==> config.mk <==
export PLATFORM = sky130hd
export DESIGN_NAME = clk_div_cfg_seq
export DESIGN_NICKNAME = d
export VERILOG_FILES = /design/src/rtl/clk_div_seq_pkg.sv /design/src/rtl/clk_div_seq_cnt.sv /design/src/rtl/clk_div_cfg_seq.sv
export SDC_FILE = /design/constraint.sdc
export NUM_CORES = 1
export LEC_CHECK = 0
export CORE_MARGIN = 2
export CORE_UTILIZATION = 35
export CTS_BUF_LIST = sky130_fd_sc_hd__clkbuf_4 sky130_fd_sc_hd__clkbuf_8
export CTS_CLUSTER_SIZE = 20
export DETAILED_ROUTE_END_ITERATION = 6
export HOLD_SLACK_MARGIN = 0.02
export MAX_ROUTING_LAYER = met4
export SLEW_MARGIN = 20
export SYNTH_ARGS = -nofsm -noshare
export SYNTH_HDL_FRONTEND = slang
export SYNTH_HIERARCHICAL = 1
export SYNTH_SLANG_ARGS = --single-unit
==> constraint.sdc <==
create_clock -name clk_i -period 3.8 [get_ports clk_i]
set_clock_uncertainty 0.15 [all_clocks]
set_input_delay 0.57 -clock clk_i [delete_from_list [all_inputs] [get_ports clk_i]]
set_output_delay 0.57 -clock clk_i [all_outputs]
set_load 0.005 [all_outputs]
==> src/rtl/clk_div_seq_pkg.sv <==
// Shared types for the clock-divider reconfiguration sequencer.
package clk_div_seq_pkg;

    typedef enum logic [1:0] {
        ST_IDLE     = 2'd0,
        ST_GATE_OFF = 2'd1,
        ST_LOAD     = 2'd2,
        ST_SETTLE   = 2'd3
    } state_t;

    // One extra bit so the counter can hold 2*max_div without overflow
    localparam int unsigned CNT_EXTRA_BITS = 1;

    function automatic int unsigned cnt_width(input int unsigned div_width);
        return div_width + CNT_EXTRA_BITS;
    endfunction

endpackage

==> src/rtl/clk_div_seq_cnt.sv <==
// Loadable down-counter with zero flag; saturates at zero.
module clk_div_seq_cnt
    import clk_div_seq_pkg::*;
#(
    parameter int unsigned WIDTH = cnt_width(8)
) (
    input  logic             i_clk,
    input  logic             i_rst_n,
    input  logic             i_load,
    input  logic [WIDTH-1:0] i_load_val,
    input  logic             i_dec,
    output logic             o_zero
);

    logic [WIDTH-1:0] r_cnt;

    always_ff @(posedge i_clk or negedge i_rst_n) begin
        if (!i_rst_n) begin
            r_cnt <= '0;
        end else if (i_load) begin
            r_cnt <= i_load_val;
        end else if (i_dec && (r_cnt != '0)) begin
            r_cnt <= r_cnt - 1'b1;
        end
    end

    assign o_zero = (r_cnt == '0);

endmodule

==> src/rtl/clk_div_cfg_seq.sv <==
// Run-time divide-value sequencer: gate off, load over valid/ready, settle, re-gate.
// Optional LOAD timeout enabled by defining CLK_DIV_SEQ_TIMEOUT_EN.
module clk_div_cfg_seq
    import clk_div_seq_pkg::*;
#(
    parameter int unsigned DIV_WIDTH      = 8,
    parameter int unsigned DEFAULT_DIV    = 2,
    parameter int unsigned GATE_LAT       = 2,
    parameter int unsigned TIMEOUT_CYCLES = 64
) (
    input  logic                 clk_i,
    input  logic                 rst_n_i,
    input  logic                 en_i,
    input  logic [DIV_WIDTH-1:0] cfg_div_i,
    input  logic                 cfg_valid_i,
    output logic                 cfg_ready_o,
    output logic [DIV_WIDTH-1:0] div_o,
    output logic                 div_valid_o,
    input  logic                 div_ready_i,
    output logic                 gate_en_o,
    output logic [DIV_WIDTH-1:0] cur_div_o,
    output logic                 busy_o,
    output logic                 err_o
);

    localparam int unsigned CNT_W = cnt_width(DIV_WIDTH);

    state_t               r_state, w_next;
    logic [DIV_WIDTH-1:0] r_pend, r_cur;
    logic                 r_err, r_gate, r_cfg_ready;

    logic                 w_hs_cfg, w_zero_req, w_accept, w_load_hs, w_timeout;
    logic                 w_cnt_load, w_cnt_dec, w_cnt_zero;
    logic [CNT_W-1:0]     w_cnt_val;

    // r_cfg_ready is only high while IDLE, so it doubles as the request handshake qualifier
    assign w_hs_cfg   = cfg_valid_i && r_cfg_ready;
    assign w_zero_req = w_hs_cfg && (cfg_div_i == '0);
    assign w_accept   = w_hs_cfg && (cfg_div_i != '0) && (cfg_div_i != r_cur);
    assign w_load_hs  = (r_state == ST_LOAD) && div_ready_i;

`ifdef CLK_DIV_SEQ_TIMEOUT_EN
    assign w_timeout  = (r_state == ST_LOAD) && !div_ready_i && w_cnt_zero;
`else
    assign w_timeout  = 1'b0;
`endif

    always_comb begin
        w_next     = r_state;
        w_cnt_load = 1'b0;
        w_cnt_dec  = 1'b0;
        w_cnt_val  = '0;
        case (r_state)
            ST_IDLE: begin
                if (w_accept) begin
                    w_next     = ST_GATE_OFF;
                    w_cnt_load = 1'b1;
                    w_cnt_val  = CNT_W'(GATE_LAT - 1);
                end
            end
            ST_GATE_OFF: begin
                if (w_cnt_zero) begin
                    w_next     = ST_LOAD;
                    w_cnt_load = 1'b1;
                    w_cnt_val  = CNT_W'(TIMEOUT_CYCLES - 1);
                end else begin
                    w_cnt_dec  = 1'b1;
                end
            end
            ST_LOAD: begin
                if (w_load_hs) begin
                    w_next     = ST_SETTLE;
                    w_cnt_load = 1'b1;
                    w_cnt_val  = {r_pend, 1'b0} - CNT_W'(1);
                end else if (w_timeout) begin
                    w_next     = ST_SETTLE;
                    w_cnt_load = 1'b1;
                    w_cnt_val  = {r_cur, 1'b0} - CNT_W'(1);
                end else begin
                    w_cnt_dec  = 1'b1;
                end
            end
            ST_SETTLE: begin
                if (w_cnt_zero) begin
                    w_next    = ST_IDLE;
                end else begin
                    w_cnt_dec = 1'b1;
                end
            end
            default: w_next = ST_IDLE;
        endcase
    end

    always_ff @(posedge clk_i or negedge rst_n_i) begin
        if (!rst_n_i) begin
            r_state     <= ST_IDLE;
            r_pend      <= DIV_WIDTH'(DEFAULT_DIV);
            r_cur       <= DIV_WIDTH'(DEFAULT_DIV);
            r_err       <= 1'b0;
            r_gate      <= 1'b0;
            r_cfg_ready <= 1'b0;
        end else begin
            r_state     <= w_next;
            r_err       <= w_zero_req || w_timeout;
            r_gate      <= en_i && r_cfg_ready && (r_state == ST_IDLE) && !w_accept;
            r_cfg_ready <= (w_next == ST_IDLE);
            if (w_accept) begin
                r_pend <= cfg_div_i;
            end
            if (w_load_hs) begin
                r_cur <= r_pend;
            end
        end
    end

    clk_div_seq_cnt #(
        .WIDTH (CNT_W)
    ) u_cnt (
        .i_clk      (clk_i),
        .i_rst_n    (rst_n_i),
        .i_load     (w_cnt_load),
        .i_load_val (w_cnt_val),
        .i_dec      (w_cnt_dec),
        .o_zero     (w_cnt_zero)
    );

    assign cfg_ready_o = r_cfg_ready;
    assign div_valid_o = (r_state == ST_LOAD);
    assign div_o       = (r_state == ST_LOAD) ? r_pend : r_cur;
    assign gate_en_o   = r_gate;
    assign cur_div_o   = r_cur;
    assign busy_o      = (r_state != ST_IDLE);
    assign err_o       = r_err;

endmodule

==> out/qor.log <==
[synthesis] average cell area after synthesis 9.15 um2
[detailed_routing] number of vias in the routed layout 1553
[synthesis] library cell with the largest summed area after synthesis sky130_fd_sc_hd__dfrtp_1
[synthesis] FF+latch count, synth 30
[synthesis] leading post-synthesis cells by cell area sky130_fd_sc_hd__dfrtp_1 (38%), sky130_fd_sc_hd__mux2_2 (8.6%), sky130_fd_sc_hd__nand2_1 (8.6%)
[synthesis] number of synthesized flops with an enable pin 0
[detailed_routing] number of DRC markers in iteration 0 84
[synthesis] part of the Yosys area used for sequential elements 0.412
[timing] number of failing setup endpoints in the final timing report 0
[synthesis] netlist area before placement 1830 um2
[synthesis] Synth async-reset ratio 1.00
[power] switching power summed over all nets 161 uW
[min_path] worst hold path stage count 2
[worst_setup_path] cell-by-cell listing of the critical path inv_1, ha_1, or4b_1, nor2_1, nand2_1, or2_2, o211ai_1, buf_4, nor2_1, o211ai_1, o311ai_1
[timing] max-slew violation count 0
[power] Clock Power Share 0.478
[finish] share of post-route cells with drive strength above 1 0.146
[min_path] hold crit path type flip-flop to flip-flop
[grt] number of global-route vias before repair 1531
[detailed_routing] Routed WL per cell 14.8 um
[die] Die Height 76.3 um
[grt] gr ovfl total 0
[power] PwrDens 315 nW/um2
[cts] Resized cells post-CTS 0
[cts] H-tree lvl count 2
[synthesis] top cell type's share of synthesized area 0.383
[flow_run] max_cap viols 0
[finish] Ant. Diodes 0
[grt] GR Util All Layers 0.166
[timing] share of the clock period used by the worst path after layout 0.811
[detailed_routing] DRC violations left 0
[die] overall die width 76.3 um
[power] combinational share of power 0.069
[power] highest ir drop seen on vdd 161 uV
[timing] relative max-transition margin 0.471
[worst_setup_path] kind of end point of the critical path flip-flop
[placed_design] Post-Place Cell Area 2210 um2
[synthesis] Post-Synthesis Cells 200
[finish] commonest cells after routing, fill and taps aside sky130_fd_sc_hd__nand2_1 (42), sky130_fd_sc_hd__clkdlybuf4s50_1 (33), sky130_fd_sc_hd__dfrtp_1 (28), sky130_fd_sc_hd__nor2_1 (14), sky130_fd_sc_hd__mux2_2 (14)
[worst_setup_path] arrival time of the worst setup path 3.09 ns
[die] core area 5070 um2
[die] row count 26
[synthesis] synthesized netlist net count 215
[power] Sw Ratio 0.219
[finish] final layout net count 247
[timing] RSZ-0062 raised after global routing no
[timing] Worst Max-Slew Pin Slew 0.786 ns
[cts] buffer levels on the longest clock path 2
[timing] post-layout min period 3.08 ns
[die] Die Outline Area 5820 um2
[cts] clock network latency to the later pin of the worst-skew pair 0.29 ns
[die] initial cell density of the core 0.360
[worst_setup_path] maximum cell stage delay along the critical path 0.63 ns
[power] register share of total power 0.454
[power] static leakage 0.000923 uW
[detailed_routing] via-per-instance ratio 5.13
[timing] sum of negative setup slack 0 ns
[timing] post-route setup slack 0.719 ns
[placed_design] pre-CTS WS 0.748 ns
[grt] antenna violations before repair 0
[worst_setup_path] path type of the worst setup path flip-flop to flip-flop
[cts] quantity of hold-fixing buffers added after cts 0
[placed_design] Port Buffer Count 33
[finish] commonest non-fill, non-tap cell in the layout sky130_fd_sc_hd__nand2_1
[power] internal power 573 uW
[grt] global-route wire length before repair 7.46 mm
[synthesis] Distinct cells, synth 42
[outcome] outcome complete, no violations
[cts] cell at the root of the clock tree sky130_fd_sc_hd__clkbuf_8
[finish] post-route cell area 2330 um2
[finish] final-layout fill cell count 523
[worst_setup_path] endpoint required time on the critical path 3.81 ns
[finish] Layout Cells excl Fill 303
[worst_setup_path] Register-to-Register Path Depth 11
[synthesis] synthesis warning total 6
[cts] Setup Buffers After CTS 0
[placed_design] Detail Placement HPWL 3.21 mm
[placed_design] RePlAce Congestion 0.764
[detailed_routing] routed wire length 4.49 mm
[cts] TritonCTS clock tree yes
[grt] maximum number of pins on one net before global-route repair 31
[worst_setup_path] largest fanout on the critical path 15
[worst_setup_path] Startpoint Class flip-flop
[timing] achievable frequency 0.325 GHz
[die] I/O pin total 34
[placed_design] total placed cells including tap cells 295
[detailed_routing] final antenna-violating net count 0
[timing] number of endpoints with negative hold slack in the final report 0
[detailed_routing] number of optimization iterations in the first detailed-route pass 4
[cts] clock input transition at the sequential cells of the worst setup and hold paths 0.07 ns
[worst_setup_path] critical path's slowest cell sky130_fd_sc_hd__or4b_1
[finish] signed area change from the synthesized netlist to the final layout 27.5%
[cts] sink count of the clock tree 30
[power] total power consumption of the routed design 734 uW
[cts] Num CTS Buffers 5
[synthesis] most frequently used flop master after synthesis sky130_fd_sc_hd__dfrtp_1
## synthesized netlist by cell type, types with 3 or more instances
cell	instances
sky130_fd_sc_hd__nor2_1	14
sky130_fd_sc_hd__dfrtp_1	28
sky130_fd_sc_hd__xnor2_1	13
sky130_fd_sc_hd__clkbuf_1	5
sky130_fd_sc_hd__o2111ai_1	5
sky130_fd_sc_hd__nand3_1	4
sky130_fd_sc_hd__inv_1	10
sky130_fd_sc_hd__mux2_2	14
sky130_fd_sc_hd__buf_2	3
sky130_fd_sc_hd__nor4b_1	3
sky130_fd_sc_hd__nand2_1	42
sky130_fd_sc_hd__nand4_1	3
sky130_fd_sc_hd__o211ai_1	7
sky130_fd_sc_hd__o21ai_0	11
sky130_fd_sc_hd__nor3_1	3
## critical path: cells and delay by family (launching register included)
kind	cells	cell delay (ns)
AOI/OAI and AO/OA	3	0.49
DFF	1	0.41
adders and majority gates	1	0.18
and+or+nand+nor	5	1.33
buffers and inverters	2	0.39
## final timing paths
path | startpoint | endpoint | slack [ns]
worst max register to register | u_cnt/r_cnt[1]$_DFFE_PN0P_ | u_cnt/r_cnt[1]$_DFFE_PN0P_ | 0.72
max in group asynchronous | rst_n_i | cur_div_o[1]$_DFFE_PN1P_ | 2.64
worst max-delay path | u_cnt/r_cnt[1]$_DFFE_PN0P_ | u_cnt/r_cnt[1]$_DFFE_PN0P_ | 0.72
worst min register to register | cur_div_o[1]$_DFFE_PN1P_ | cur_div_o[1]$_DFFE_PN1P_ | 0.37
min in group asynchronous | rst_n_i | u_cnt/r_cnt[7]$_DFFE_PN0P_ | 0.52
worst min-delay path | cur_div_o[1]$_DFFE_PN1P_ | cur_div_o[1]$_DFFE_PN1P_ | 0.37
## stage by stage
| stage | hold slack [ns] | utilization |
|---|---|---|
| final | 0.371 | 0.460 |
| after global routing | 0.424 | 0.460 |
| after CTS | 0.370 | 0.460 |
| after detailed placement | 0.359 | 0.436 |
| after global placement | 0.347 | 0.436 |
| after floorplan | 0.124 | - |
## kinds of logic after synthesis
| family | after synthesis | synth area share |
|---|---|---|
| muxes | 14 | 0.0862 |
| xor gates and xnor gates | 14 | 0.0670 |
| and+or+nand+nor | 83 | 0.226 |
| AOI/OAI and AO/OA | 35 | 0.142 |
| DFF | 30 | 0.412 |
| adders and majority gates | 2 | 0.0137 |
| buffers and inverters | 22 | 0.0540 |
## layer usage
metal,vias to the layer above,track usage,part of all wire
met4,0,0.0618,0.012
li1,770,-,-
met1,735,0.202,0.44
met2,41,0.269,0.50
met3,7,0.0379,0.049
met5,-,-,0
## flip-flops by register name, indices dropped and copies added, names as in the netlist
name	count
u_cnt/r_cnt	9
cfg_ready_o	1
r_state	2
r_pend	8
cur_div_o	8
gate_en_o	1
err_o	1
## power by group through the flow
stage	Combinational, uW	Sequential (uW)	Clock (uW)
after floorplan	23.7	336	0
after global placement	50.4	339	0
after detailed placement	51.2	339	0
after CTS	51.4	333	361
after global routing	55.7	334	374
final	50.3	333	350
## area by class of cell
cell class,instances,area [um2],area share
inverter,11,41.3,0.0177
clock inverter,1,30.0,0.0129
multi-input combinational,148,977,0.419
clock buffer,7,90.1,0.0386
timing repair buffer,36,353,0.151
sequential,30,753,0.323
tap,70,87.6,0.0376
Note: power is estimated with default switching activity, not from simulation.
